**config.mk**
```make
export PLATFORM = sky130hd
export DESIGN_NAME = bank_readout_scheduler
export DESIGN_NICKNAME = d
export VERILOG_FILES = /design/src/rtl/bank_readout_scheduler_pkg.sv /design/src/rtl/bank_readout_scheduler_job_queue.sv /design/src/rtl/bank_readout_scheduler.sv
export SDC_FILE = /design/constraint.sdc
export NUM_CORES = 1
export LEC_CHECK = 0
export BUFFER_PORTS_ARGS = -buffer_cell sky130_fd_sc_hd__buf_2
export CAP_MARGIN = 15
export CORE_MARGIN = 2
export CORE_UTILIZATION = 45
export CTS_CLUSTER_DIAMETER = 100
export DETAILED_ROUTE_END_ITERATION = 10
export PLACE_DENSITY = 0.63
export SETUP_SLACK_MARGIN = 0.1
export SYNTH_ARGS = -nofsm -noshare
export SYNTH_HDL_FRONTEND = slang
export SYNTH_HIERARCHICAL = 1
export SYNTH_SLANG_ARGS = --single-unit
export TNS_END_PERCENT = 1
```
**constraint.sdc**
```tcl
create_clock -name clk -period 3.4 [get_ports clk]
set_clock_uncertainty 0.05 [all_clocks]
set_input_delay 0.68 -clock clk [delete_from_list [all_inputs] [get_ports clk]]
set_output_delay 0.68 -clock clk [all_outputs]
set_load 0.03 [all_outputs]
```
**src/rtl/bank_readout_scheduler_pkg.sv**
```systemverilog
`default_nettype none
// ============================================================================
// bank_readout_scheduler_pkg : job record, state encoding and constants
// Revision : 1.0
// ============================================================================
package bank_readout_scheduler_pkg;

  localparam int SAMPLES_PER_BANK = 200;
  localparam int ADDR_W           = 9;
  localparam int LEN_W            = 8;

  typedef logic [1:0] state_t;
  localparam state_t ST_IDLE    = 2'd0;
  localparam state_t ST_ISSUE   = 2'd1;
  localparam state_t ST_CAPTURE = 2'd2;
  localparam state_t ST_PRESENT = 2'd3;

  typedef struct packed {
    logic             bank;
    logic [LEN_W-1:0] len;
  } job_t;

  // Partial-burst length: last written index plus one, never beyond a full bank.
  function automatic logic [LEN_W-1:0] burst_len(input logic [7:0] idx_final, input int spb);
    logic [8:0] n;
    n = {1'b0, idx_final} + 9'd1;
    if (n > 9'(spb)) n = 9'(spb);
    return n[LEN_W-1:0];
  endfunction

endpackage
`default_nettype wire

```
**src/rtl/bank_readout_scheduler_job_queue.sv**
```systemverilog
`default_nettype none
// ============================================================================
// bank_readout_scheduler_job_queue : 2-entry job FIFO with per-bank outstanding flags
// Revision : 1.0
// ============================================================================
module bank_readout_scheduler_job_queue
  import bank_readout_scheduler_pkg::*;
(
  input  logic       clk,
  input  logic       reset,
  input  logic       i_push,
  input  job_t       i_push_job,
  input  logic       i_pop,
  input  logic [1:0] i_release,
  output job_t       o_head,
  output logic [1:0] o_count,
  output logic [1:0] o_pending
);

  job_t       r_mem [2];
  logic       r_wr_ptr;
  logic       r_rd_ptr;
  logic [1:0] r_count;
  logic [1:0] r_pending;

  logic       w_pop;
  logic       w_push;
  logic [1:0] w_set;

  assign w_pop  = i_pop & (r_count != 2'd0);
  assign w_push = i_push & ((r_count != 2'd2) | w_pop);
  assign w_set  = w_push ? (i_push_job.bank ? 2'b10 : 2'b01) : 2'b00;

  always_ff @(posedge clk or posedge reset) begin
    if (reset) begin
      r_mem[0]  <= '0;
      r_mem[1]  <= '0;
      r_wr_ptr  <= 1'b0;
      r_rd_ptr  <= 1'b0;
      r_count   <= 2'd0;
      r_pending <= 2'b00;
    end else begin
      if (w_push) begin
        r_mem[r_wr_ptr] <= i_push_job;
        r_wr_ptr        <= ~r_wr_ptr;
      end
      if (w_pop) r_rd_ptr <= ~r_rd_ptr;
      r_count   <= r_count + {1'b0, w_push} - {1'b0, w_pop};
      // A bank stays outstanding from enqueue until its job has fully streamed.
      r_pending <= (r_pending & ~i_release) | w_set;
    end
  end

  assign o_head    = r_mem[r_rd_ptr];
  assign o_count   = r_count;
  assign o_pending = r_pending;

endmodule
`default_nettype wire

```
**src/rtl/bank_readout_scheduler.sv**
```systemverilog
`default_nettype none
// ============================================================================
// bank_readout_scheduler : streams ping-pong bank jobs to downstream, releases banks
// Revision : 1.0
// ============================================================================
module bank_readout_scheduler #(
  parameter int SAMPLES_PER_BANK = 200,
  parameter int DATA_W           = 8
) (
  input  logic              clk,
  input  logic              reset,
  input  logic              bank0_full,
  input  logic              bank1_full,
  input  logic              memorization_completed,
  input  logic              wr_bank,
  input  logic [7:0]        idx_final,
  output logic [8:0]        rd_addr,
  input  logic [DATA_W-1:0] rd_data,
  output logic [DATA_W-1:0] out_data,
  output logic              out_valid,
  input  logic              out_ready,
  output logic              out_last,
  output logic              out_bank,
  output logic [1:0]        bank_released,
  output logic              busy,
  output logic              overrun
);
  import bank_readout_scheduler_pkg::*;

  localparam logic [LEN_W-1:0] C_FULL_LEN = LEN_W'(SAMPLES_PER_BANK);

  state_t            r_state;
  logic              r_bank;
  logic [LEN_W-1:0]  r_len;
  logic [LEN_W-1:0]  r_idx;
  logic [DATA_W-1:0] r_out_data;
  logic [1:0]        r_bank_released;
  logic              r_overrun;

  logic              w_evt_valid;
  job_t              w_evt_job;
  logic              w_evt_conflict;
  logic              w_drop;
  logic              w_push;
  logic              w_pop;
  logic              w_last;
  logic              w_handshake;
  logic [1:0]        w_release;
  logic [1:0]        w_pending;
  logic [1:0]        w_count;
  job_t              w_head;

  // Full events win over a simultaneous burst end; bank 0 wins if both banks fill at once.
  always_comb begin
    w_evt_valid = 1'b0;
    w_evt_job   = '0;
    if (bank0_full) begin
      w_evt_valid   = 1'b1;
      w_evt_job.len = C_FULL_LEN;
    end else if (bank1_full) begin
      w_evt_valid    = 1'b1;
      w_evt_job.bank = 1'b1;
      w_evt_job.len  = C_FULL_LEN;
    end else if (memorization_completed) begin
      w_evt_valid    = 1'b1;
      w_evt_job.bank = wr_bank;
      w_evt_job.len  = burst_len(idx_final, SAMPLES_PER_BANK);
    end
  end

  assign w_evt_conflict = (bank0_full & bank1_full)
                        | ((bank0_full | bank1_full) & memorization_completed);
  assign w_drop      = w_evt_valid & w_pending[w_evt_job.bank];
  assign w_push      = w_evt_valid & ~w_drop;
  assign w_pop       = (r_state == ST_IDLE) & (w_count != 2'd0);
  assign w_last      = (r_idx == (r_len - LEN_W'(1)));
  assign w_handshake = (r_state == ST_PRESENT) & out_ready;
  assign w_release   = (w_handshake & w_last) ? (r_bank ? 2'b10 : 2'b01) : 2'b00;

  bank_readout_scheduler_job_queue u_job_queue (
    .clk        (clk),
    .reset      (reset),
    .i_push     (w_push),
    .i_push_job (w_evt_job),
    .i_pop      (w_pop),
    .i_release  (w_release),
    .o_head     (w_head),
    .o_count    (w_count),
    .o_pending  (w_pending)
  );

  always_ff @(posedge clk or posedge reset) begin
    if (reset) begin
      r_state         <= ST_IDLE;
      r_bank          <= 1'b0;
      r_len           <= '0;
      r_idx           <= '0;
      r_out_data      <= '0;
      r_bank_released <= 2'b00;
      r_overrun       <= 1'b0;
    end else begin
      r_bank_released <= w_release;
      r_overrun       <= r_overrun | w_drop | w_evt_conflict;
      case (r_state)
        ST_IDLE: begin
          if (w_pop) begin
            r_bank  <= w_head.bank;
            r_len   <= w_head.len;
            r_idx   <= '0;
            r_state <= ST_ISSUE;
          end
        end
        ST_ISSUE:   r_state <= ST_CAPTURE;
        ST_CAPTURE: begin
          r_out_data <= rd_data;
          r_state    <= ST_PRESENT;
        end
        ST_PRESENT: begin
          if (out_ready) begin
            if (w_last) begin
              r_state <= ST_IDLE;
            end else begin
              r_idx   <= r_idx + LEN_W'(1);
              r_state <= ST_ISSUE;
            end
          end
        end
        default: r_state <= ST_IDLE;
      endcase
    end
  end

  assign rd_addr       = {r_bank, r_idx};
  assign out_data      = r_out_data;
  assign out_valid     = (r_state == ST_PRESENT);
  assign out_last      = out_valid & w_last;
  assign out_bank      = r_bank;
  assign bank_released = r_bank_released;
  assign busy          = (r_state != ST_IDLE) | (w_count != 2'd0);
  assign overrun       = r_overrun;

endmodule
`default_nettype wire

```
==> metrics.txt <==
max-cap violations 0; vias in the first global route between 2000 and 2500; DRC violations left 0; largest net degree at the start of global routing 30; DRT Pass-1 Iters 4; Slew Viols, Final 0; # rows 30; clock buffer count from CTS 5; mapped cell area between 0.003 and 0.004 sq mm; Worst-path clk slew around 100 ps; Fin. Hold Viols 0; r2r worst-path depth 10; placed insts slightly above 400; Clock Latency Late Sink about 310 ps; P_leak between 1.5 and 2 nW; cts repair resizes 0; R2R Setup Slk ~840 ps; worst hold path type primary input to async pin; Core Region roughly 0.0067 sq mm; starting density of the core roughly 46%; crit path capture type output pin; Req. time, crit path roughly 2700 ps; cells after synthesis 289; initial antenna violation count 0; RSZ-0062 raised after global routing no; # clock sinks 54; diodes inserted 0; post-route setup slack slightly above 300 ps; xor/xnor share of the synthesized area under 10%; Compound-Gate Fraction of Synth Area between 10% and 20%; gr ovfl total 0; H-tree depth 2; Final TNS setup 0 ps; crit share post-route between 90% and 100%; post-CTS setup buffer count 0; Die X approximately 87 microns; Detail Route Antenna Nets 0; gr usage total between 10% and 20%; FF-to-FF Start r_len[0]; minimum clock period after layout approximately 3100 ps; Core Util, Final 51.2%; wire per inst approximately 15 microns; Max Root-Sink Buffers 2; vias per inst 5.58; Startpoint Class flop; nets@finish ~370; largest family of logic cells by synthesized area simple AND/OR/NAND/NOR gates; distinct cell type count after synthesis between 50 and 60; global-route wire length before repair 10100 microns; Yosys top cell by area dfrtp_1; root buffer selected by CTS clkbuf_8; Vias approximately 2300; worst slew pin tran 928 ps; Arr. time, crit path roughly 2400 ps; count of input and output buffers 46; GPL Wtd Cong about 0.80; Pwr Density about 310 mW/mm^2; most numerous cell in the Yosys netlist dfrtp_1; CTS tree done; CTS hold repair buffers 0; layout cells sized above 1 just under 30%; post-synthesis adder-cell area fraction approximately 3.2%; initial DRC count around 130; Slew Limit Headroom between 30% and 40%; Final setup viols 0; R2R Path End u_job_queue/o_pending[0]; Post-Layout Cell Count ~420; syn_area_per_cell 10.7 sq um; highest clock rate between 300 and 400 MHz; Synth top area share about 44%; die area roughly 0.0075 sq mm; WL final 6160 microns; #FFs+latches synth 54; pre-CTS setup slack approximately 570 ps; Peak supply drop roughly 0.17 mV; Async SR Flop Fraction between 90% and 100%; Simple-Gate Fraction of Synth Area 17.3%; cell types occupying the most area after synthesis dfrtp_1, mux2_2, o2bb2ai_1; Syn Nets 319; final hold slack 150 ps; yosys warns 6; sequential-to-total area share from yosys stat between 40% and 50%; Post-synth top flop dfrtp_1; io pins 47; status finished, final reports clean; top post-synthesis cells by count dfrtp_1, mux2_2, nand2_1; critical path class flop to output pin; Layout area overhead 11.4%; CP Max Fanout 6; mux cell area share after synthesis between 10% and 20%; number of synthesized flops with an enable pin 0; HPWL after detailed placement approximately 4600 microns; Die Height 86.9 microns
flip-flops by register name, summed over array words and instances (netlist names):
register               cells
out_data                   8
r_len                      8
out_bank                   1
r_idx                      8
r_state                    2
u_job_queue/r_mem         18
u_job_queue/o_count        2
u_job_queue/r_rd_ptr       1
overrun                    1
u_job_queue/o_pending      2
u_job_queue/r_wr_ptr       1
bank_released              2
routing by layer:
layer  up-vias  wire (microns)  track usage (%)
met5         -               0                0
met4         0              53             3.84
met1      1132            2950             24.1
met3         6             175             3.03
li1       1148               -                -
met2        36            2980             27.0
worst max-delay path, stage by stage (launching register included):
cell	delay, ps
dfrtp_1	450
inv_1	70
ha_1	240
nand2b_1	160
and2_1	170
a221oi_1	470
and4_1	280
buf_2	210
area by class of cell:
class / count / area, sq um
fill: 612 / 3280
multi-input combinational: 207 / 1570
sequential: 54 / 1350
timing repair buffer: 50 / 260
tap: 80 / 100
clock buffer: 5 / 68.8
inverter: 17 / 63.8
clock inverter: 3 / 25.0
cell usage in the layout, fill, tap and decap left out, types with 3 or more instances in the layout:
| cell type | synthesis | routed |
|---|---|---|
| inv_1 | 16 | 16 |
| o211ai_1 | 3 | 3 |
| nor2_1 | 11 | 11 |
| nor3_1 | 8 | 8 |
| o21ai_0 | 7 | 7 |
| o2bb2ai_1 | 13 | 13 |
| mux2_1 | 3 | 3 |
| mux2_2 | 26 | 26 |
| mux2i_1 | 3 | 3 |
| and3_1 | 6 | 6 |
| clkbuf_8 | 0 | 5 |
| xor2_1 | 5 | 5 |
| dfrtp_1 | 54 | 54 |
| nand2b_1 | 8 | 8 |
| buf_2 | 0 | 46 |
| ha_1 | 7 | 7 |
| mux2_4 | 3 | 3 |
| nand3_1 | 10 | 10 |
| xnor2_1 | 10 | 10 |
| nand2_1 | 18 | 18 |
| a21o_1 | 3 | 3 |
| o21ai_1 | 4 | 4 |
| buf_4 | 2 | 4 |
| a21oi_1 | 15 | 15 |
| or3_1 | 4 | 4 |
where the power goes:
| group | internal (W) | total [W] | switching, W | leakage (nW) |
|---|---|---|---|---|
| combinational | 0.0000236 | 0.0000659 | 0.0000422 | 0.924 |
| sequential | 0.000642 | 0.000642 | 0 | 0.734 |
| clock | 0.000149 | 0.000367 | 0.000218 | 0.0447 |
metrics by stage:
| stage | total power [W] | area [sq um] |
|---|---|---|
| floorplan | 0.000692 | 3090 |
| global placement | 0.000721 | 3350 |
| detailed placement | 0.000722 | 3350 |
| CTS | 0.00109 | 3440 |
| global route | 0.00112 | 3440 |
| finish | 0.00107 | 3440 |
cells by family (layout without fill, tap and decap cells):
kind of cell / count (synthesis) / count (layout)
multiplexers: 35 / 35
AND/OR/NAND/NOR: 90 / 90
flip-flops: 54 / 54
buffers and inverters: 28 / 75
AO/OA/AOI/OAI: 59 / 59
adder cells (fa/ha/maj): 8 / 8
XOR/XNOR: 15 / 15
worst max-delay path by stage:
stage	slack, ps	endpoint	start	depth (start not counted)
floorplan	900	out_last	r_len[0]	8
global placement	630	u_job_queue/r_mem[9]	idx_final[0]	10
detailed placement	570	u_job_queue/r_mem[0]	idx_final[0]	10
CTS	350	out_last	r_len[0]	7
global route	220	out_last	r_len[0]	7
finish	310	out_last	r_len[0]	7
No activity file was read; power rests on OpenSTA's default activity.
